===== src/rtl/snes_pad_responder.sv =====
// snes_pad_responder: SNES pad emulator shifting a 16-bit button frame on latch/pulse polls; autofire built only with SNES_PAD_TURBO_EN
module snes_pad_responder #(
    parameter int          TURBO_DIV  = 4,
    parameter logic [11:0] TURBO_MASK = 12'h000
) (
    input  logic        clock,
    input  logic        reset,
    input  logic        lat,
    input  logic        pulse,
    input  logic [11:0] buttons,
    output logic        data,
    output logic        frame_strobe,
    output logic        busy
);
    typedef enum logic [1:0] {IDLE, LOAD, SHIFT, DONE} state_t;
    state_t      r_state;
    logic [2:0]  r_lat;
    logic [2:0]  r_pul;
    logic [4:0]  r_idx;
    logic [15:0] r_shreg;
    logic [15:0] w_load;
    logic [4:0]  w_next;
    logic        w_lat;
    logic        w_lat_fall;
    logic        w_pul_rise;
    assign w_lat      = r_lat[1];
    assign w_lat_fall = r_lat[2] & ~r_lat[1];
    assign w_pul_rise = r_pul[1] & ~r_pul[2];
    assign w_next     = r_idx + 5'd1;
`ifdef SNES_PAD_TURBO_EN
    localparam int TW = (TURBO_DIV > 1) ? $clog2(TURBO_DIV) : 1;
    logic [TW-1:0] r_tcnt;
    logic          r_phase;
    logic          w_lat_rise;
    assign w_lat_rise = r_lat[1] & ~r_lat[2];
    assign w_load     = {4'h0, buttons & ~(TURBO_MASK & {12{r_phase}})};
    // autofire phase flips every TURBO_DIV latch frames
    always_ff @(posedge clock) begin
        if (reset) begin
            r_tcnt  <= '0;
            r_phase <= 1'b0;
        end else if (w_lat_rise) begin
            if (r_tcnt == TW'(TURBO_DIV - 1)) begin
                r_tcnt  <= '0;
                r_phase <= ~r_phase;
            end else begin
                r_tcnt <= r_tcnt + TW'(1);
            end
        end
    end
`else
    logic w_unused;
    assign w_unused = ^{TURBO_MASK, TURBO_DIV[0]};
    assign w_load   = {4'h0, buttons};
`endif
    // two-flop synchronizers plus a history flop for edge detection
    always_ff @(posedge clock) begin
        if (reset) begin
            r_lat <= '0;
            r_pul <= '0;
        end else begin
            r_lat <= {r_lat[1:0], lat};
            r_pul <= {r_pul[1:0], pulse};
        end
    end
    // frame state machine; latch overrides everything, outputs registered
    always_ff @(posedge clock) begin
        if (reset) begin
            r_state      <= IDLE;
            r_idx        <= '0;
            r_shreg      <= '0;
            data         <= 1'b1;
            frame_strobe <= 1'b0;
            busy         <= 1'b0;
        end else begin
            frame_strobe <= 1'b0;
            if (w_lat) begin
                r_state <= LOAD;
                r_idx   <= '0;
                r_shreg <= w_load;
                data    <= ~w_load[0];
                busy    <= 1'b1;
            end else begin
                case (r_state)
                    IDLE: begin
                        data <= 1'b1;
                        busy <= 1'b0;
                    end
                    LOAD: begin
                        if (w_lat_fall) begin
                            r_state <= SHIFT;
                            r_idx   <= '0;
                            data    <= ~r_shreg[0];
                        end else begin
                            r_shreg <= w_load;
                            data    <= ~w_load[0];
                        end
                        busy <= 1'b1;
                    end
                    SHIFT: begin
                        if (w_pul_rise) begin
                            r_idx <= w_next;
                            if (w_next == 5'd16) begin
                                r_state      <= DONE;
                                data         <= 1'b0;
                                frame_strobe <= 1'b1;
                                busy         <= 1'b0;
                            end else begin
                                data <= ~r_shreg[w_next[3:0]];
                            end
                        end else begin
                            data <= ~r_shreg[r_idx[3:0]];
                        end
                    end
                    default: begin
                        data <= 1'b0;
                        busy <= 1'b0;
                    end
                endcase
            end
        end
    end
endmodule


===== config.mk =====
export PLATFORM = sky130hd
export DESIGN_NAME = snes_pad_responder
export DESIGN_NICKNAME = d
export VERILOG_FILES = /design/src/rtl/snes_pad_responder.sv
export SDC_FILE = /design/constraint.sdc
export NUM_CORES = 1
export LEC_CHECK = 0
export ABC_AREA = 0
export CORE_MARGIN = 2
export CORE_UTILIZATION = 42
export CTS_CLUSTER_DIAMETER = 200
export DETAILED_ROUTE_END_ITERATION = 8
export PLACE_DENSITY_LB_ADDON = 0.3
export RECOVER_POWER = 25
export SLEW_MARGIN = 20
export SYNTH_ARGS = -nofsm -noshare
export SYNTH_HDL_FRONTEND = slang
export SYNTH_SLANG_ARGS = --single-unit

===== constraint.sdc =====
create_clock -name clock -period 2.32 [get_ports clock]
set_input_delay 0.232 -clock clock [delete_from_list [all_inputs] [get_ports clock]]
set_output_delay 0.232 -clock clock [all_outputs]
set_load 0.02 [all_outputs]

* Word-level counts from Yosys, hierarchy flattened
Index checks and enable logic that the tools add are counted.
** Storage, ports and cells
- Register bits :: 28
- Latch bits :: 0
- Memory bits (writable) :: 0
- Memory bits (read-only) :: 0
- Input port bits :: 16
- Output and inout bits :: 3
- Logic and storage cells :: 68
- Memories :: 0
** Cells by class
- Add/sub/neg operators :: 1
- Multiply operators :: 0
- Divide/modulo/power cells :: 0
- Magnitude comparators :: 2
- Eq/ne operators :: 10
- Shifts and indexed selects :: 0
- Multiplexer cells :: 25
- Bitwise logic cells :: 10
- Reductions and logical operators :: 11
** Operator list (count)
- $mux 12 :: 3
- $mux 1 :: 11
- $lt 4x5->1 const B :: 2
- $mux 5 :: 2
- $pmux 5 s2 :: 1
- $ne 3x3->1 const B :: 3
- $bmux 1 s4 :: 2
- $ne 2x2->1 const B :: 4
- $not 1->1 :: 8
- $reduce_and 4->1 :: 2
- $mux 2 :: 3
- $add 5x1->5 const B :: 1
- $eq 5x5->1 const B :: 1
- $pmux 2 s2 :: 1
- $reduce_and 2->1 :: 2
- $reduce_bool 2->1 :: 2
- $reduce_or 4->1 :: 1
- $pmux 1 s3 :: 1
- $reduce_and 3->1 :: 1
- $reduce_bool 3->1 :: 1
- $and 1x1->1 :: 2
- $eq 2x1->1 const B :: 1
- $eq 2x2->1 const B :: 1
- $logic_not 2->1 :: 1
- 2 further kinds :: 2

* Longest topological paths before layout
- Depth in word-level cells :: 8
- Depth in mapped cells :: 7
- Depth with buffers taken out :: 6

* Least setup slack after synthesis
Ideal clock, no wire load.
- Kind :: flip-flop to flip-flop
- From :: reg r_idx[1]
- To :: reg data
- Library setup time :: 0.070 ns
- Data arrival time :: 1.633 ns
- Required time :: 2.250 ns
- Setup slack :: 0.617 ns
- Stages on the path, launching flop included :: 8
- Path buffers :: 1
- Clock period less this slack :: 1.703 ns
- Cells stage by stage :: dfxtp_1 -> ha_1 -> buf_2 -> xor2_2 -> mux2_2 -> nor3b_1 -> nor4_1 -> o2bb2ai_1
** Between the ends
- Word-level cells in the longest chain between the ends :: 8
- Elaborated cells on any way between the ends :: 12
- Classes of those cells :: add/sub (1); eq/ne (1); mux (8); bitwise (2)
** RTL lines
- start, declared :: RTL line 19 : logic [4:0] r_idx;
- start signal, assigned :: RTL line 102 : r_idx <= w_next;
- $add 5x1->5 :: RTL line 29 : assign w_next = r_idx + 5'd1;
- $bmux 1 s4 :: RTL line 109 : data <= ~r_shreg[w_next[3:0]];
- $mux 1 (not written as such) :: RTL line 109
- $not 1->1 :: RTL line 109
- $mux 1 :: RTL line 103 : if (w_next == 5'd16) begin
- $mux 1 (*) :: RTL line 101 : if (w_pul_rise) begin
- $pmux 1 s3 (*) :: RTL line 84 : case (r_state)
- $mux 1 (*) :: RTL line 77 : if (w_lat) begin
- end signal, assigned :: RTL line 81 : data <= ~w_load[0];
- end signal, assigned :: RTL line 93 : data <= ~r_shreg[0];
- end signal, assigned :: RTL line 109
- end, declared :: RTL line 11 : output logic data,
Every way passes the cells marked *; elsewhere a longest branch is shown, timed or not. The select of a mux whose other input is x is not followed.
A chain may end at the register's enable or synchronous reset.

* Final worst setup path
Ends and elaborated chain as after synthesis.

==> impl_metrics.py <==
metrics = {
    "routing": {
        "drtPass1Iterations": 4,
        "wirelength_um": 2520,
        "ant_nets": 0,
        "viasPerCell": 5.11,
        "drc": 0,
        "vias": 991,
        "avgRoutedWirePerCell_um": 13.0,
        "first_iter_violations": 42,
    },
    "synthesis": {
        "synth_cell_type_count": 36,
        "ys_warn_count": 0,
        "ys.flop_type": "dfxtp_1",
        "syn_avg_cell_area_um2": 10.0,
        "yosysSeqAreaShare": 0.417,
        "ys_seq_elements": 28,
        "netlist_instances": 134,
        "synth-edff-count": 0,
        "syn_area_mm2": 0.00134,
        "async_flop_share": 0,
        "synthesis.nets": 151,
    },
    "global_routing": {
        "grt_pass1_vias": 948,
        "grt_pass1_wl_um": 4490,
        "grt_usage": 0.162,
        "grt_max_degree": 21,
        "gr-total-overflow": 0,
        "antenna_found_initial": 0,
    },
    "run": {
        "maxCapViolations": 0,
    },
    "timing": {
        "slew_viol_final": 0,
        "grt_setup_unrepaired": "false",
        "finalHoldViolCount": 0,
        "period_share": 0.884,
        "slew_headroom": 0.439,
        "fmax_mhz": 488,
        "skew_ns": 0.00348,
        "fin_setup_tns_ns": 0,
        "worst_slew_pin_slew_ns": 0.841,
        "setup_viol": 0,
        "fin_crit_ns": 2.05,
    },
    "clock_network": {
        "cts_max_level": 1,
        "post_cts_buffers": 0,
        "clock_latency_ns": 0.33,
        "cts.path.max_buffers": 2,
        "cts_tree": "built",
        "cts-root-buf": "clkbuf_4",
        "clkSinkCount": 28,
        "clk_pin_slew_ns": 0.15,
        "cts_made_buffers": 3,
    },
    "finish": {
        "layout_common_cells": "27 x dfxtp_1, 19 x nor2_1, 17 x clkdlybuf4s50_1, 16 x mux2i_1, 11 x nor2b_1",
        "layout_commonest_cell": "dfxtp_1",
        "antenna_cells": 0,
        "area.growth.synth_to_final_pct": 18.9,
        "design_area_mm2": 0.00160,
        "drive_gt1_frac": 0.113,
        "nets": 168,
    },
    "critical_path": {
        "crit_path_end": "data",
        "r2r-start": "r_idx[1]",
        "cp-startpoint": "r_idx[1]",
        "reg2regPathDepth": 6,
        "timing.reg2reg.setup_slack_ns": 0.27,
        "crit_type": "reg -> reg",
        "crit_path_start_kind": "flop",
        "arrival_ns": 2.33,
        "worstPathMaxFanout": 7,
        "worstReg2RegEnd": "data",
        "crit_path_end_kind": "flop",
        "required_ns": 2.60,
    },
    "place": {
        "port_buffers": 18,
        "dp_hpwl_um": 1910,
        "placed_area_mm2": 0.00155,
        "gp_congestion": 0.837,
    },
    "floorplan": {
        "row_count": 20,
        "die_x_um": 60.6,
        "die_area_mm2": 0.00367,
        "core_area_mm2": 0.00305,
        "io_pins": 19,
        "die_y_um": 60.6,
        "start_util": 0.440,
    },
    "power_and_ir_drop": {
        "power_mw": 0.932,
        "p_leak_nw": 0.615,
        "peakVddDrop_mv": 0.404,
        "p_per_area_mw_per_mm2": 583,
    },
    "hold_path": {
        "hold_class": "in -> reg",
    },
    "run_status": {
        "status": "complete, no violations",
    },
}
==> registers in the layout, summed over array words and instances (netlist names) <==
name          cells
r_idx             5
data              1
r_pul             3
busy              1
r_lat             3
r_shreg          12
r_state           2
frame_strobe      1
==> cells in the mapped netlist (2+ instances only) <==
cell / number / area share
buf_2: 4 / 0.015
clkbuf_1: 3 / 0.0084
inv_1: 3 / 0.0084
mux4_2: 3 / 0.050
buf_6: 2 / 0.017
a31oi_1: 2 / 0.0093
nand2_1: 3 / 0.0084
nor2_1: 19 / 0.053
mux2_2: 3 / 0.025
mux2i_1: 16 / 0.12
nor3b_1: 2 / 0.011
a21oi_1: 5 / 0.019
a22oi_1: 2 / 0.011
o21ai_0: 2 / 0.0074
nand2b_1: 4 / 0.019
nor2b_1: 11 / 0.051
nand3_1: 4 / 0.015
dfxtp_1: 28 / 0.42
==> worst max-delay path, cell delays in order, from the launching register on <==
cell	delay, ns
dfxtp_1	0.49
ha_1	0.39
xor2_2	0.28
mux2_2	0.39
nor3_1	0.22
nor4_1	0.09
o2bb2ai_1	0.15
==> logic make-up (layout without fill, tap and decap cells) <==
logic type,count (synthesis),after routing,synth area share
AND/OR/NAND/NOR,47,47,0.175
flip-flops,28,28,0.417
multiplexers,23,23,0.214
AO/OA/AOI/OAI,21,21,0.117
buffers and inverters,12,28,0.0484
XOR/XNOR,2,2,0.0186
adder cells (fa/ha/maj),1,1,0.00931
==> timing repair <==
item,CTS,global route
hold buffers,0,0
endpoints found under the hold margin,0,0
resized for setup,0,1
setup endpoints to repair,0,1
==> layout make-up <==
type / count / area (um2)
fillers: 288 / 1460
multi-input cells: 94 / 718
flip-flops and latches: 28 / 562
repair buffers: 21 / 199
well taps: 44 / 55.1
clock inverters: 1 / 30.0
clock buffers: 3 / 22.5
inverters: 3 / 11.3
==> stage by stage <==
stage	instances	setup slack (ns)	util	hold slack [ns]
after detailed placement	190	0.227	0.507	0.429
after global placement	190	0.404	0.507	0.419
after global routing	194	0.0755	0.523	0.414
after CTS	194	0.157	0.524	0.424
final	194	0.270	0.523	0.435
after floorplan	134	0.617	-	0.310
==> report_power, final <==
group	internal [mW]	switching [mW]	total [mW]
Clock	0.175	0.144	0.319
Sequential	0.501	0.0138	0.514
Combinational	0.0579	0.0405	0.0984
==> worst min path at each step <==
| stage | startpoint | to | slack [ns] | cells past startpoint |
|---|---|---|---|---|
| after detailed placement | r_lat[0] | r_lat[1] | 0.43 | 1 |
| after floorplan | reset | r_lat[2] | 0.31 | 1 |
| after global routing | lat | r_lat[0] | 0.41 | 2 |
| final | pulse | r_pul[0] | 0.43 | 2 |
| after CTS | pulse | r_pul[0] | 0.42 | 2 |
| after global placement | r_lat[0] | r_lat[1] | 0.42 | 1 |
==> per-layer routing <==
layer	up-vias	part of all wire	global-route usage
met5	-	0	0
met4	0	0.017	0.0559
met3	7	0.042	0.0490
met2	22	0.46	0.238
met1	458	0.48	0.225
li1	504	-	-
Note: power is estimated with default switching activity, not from simulation.
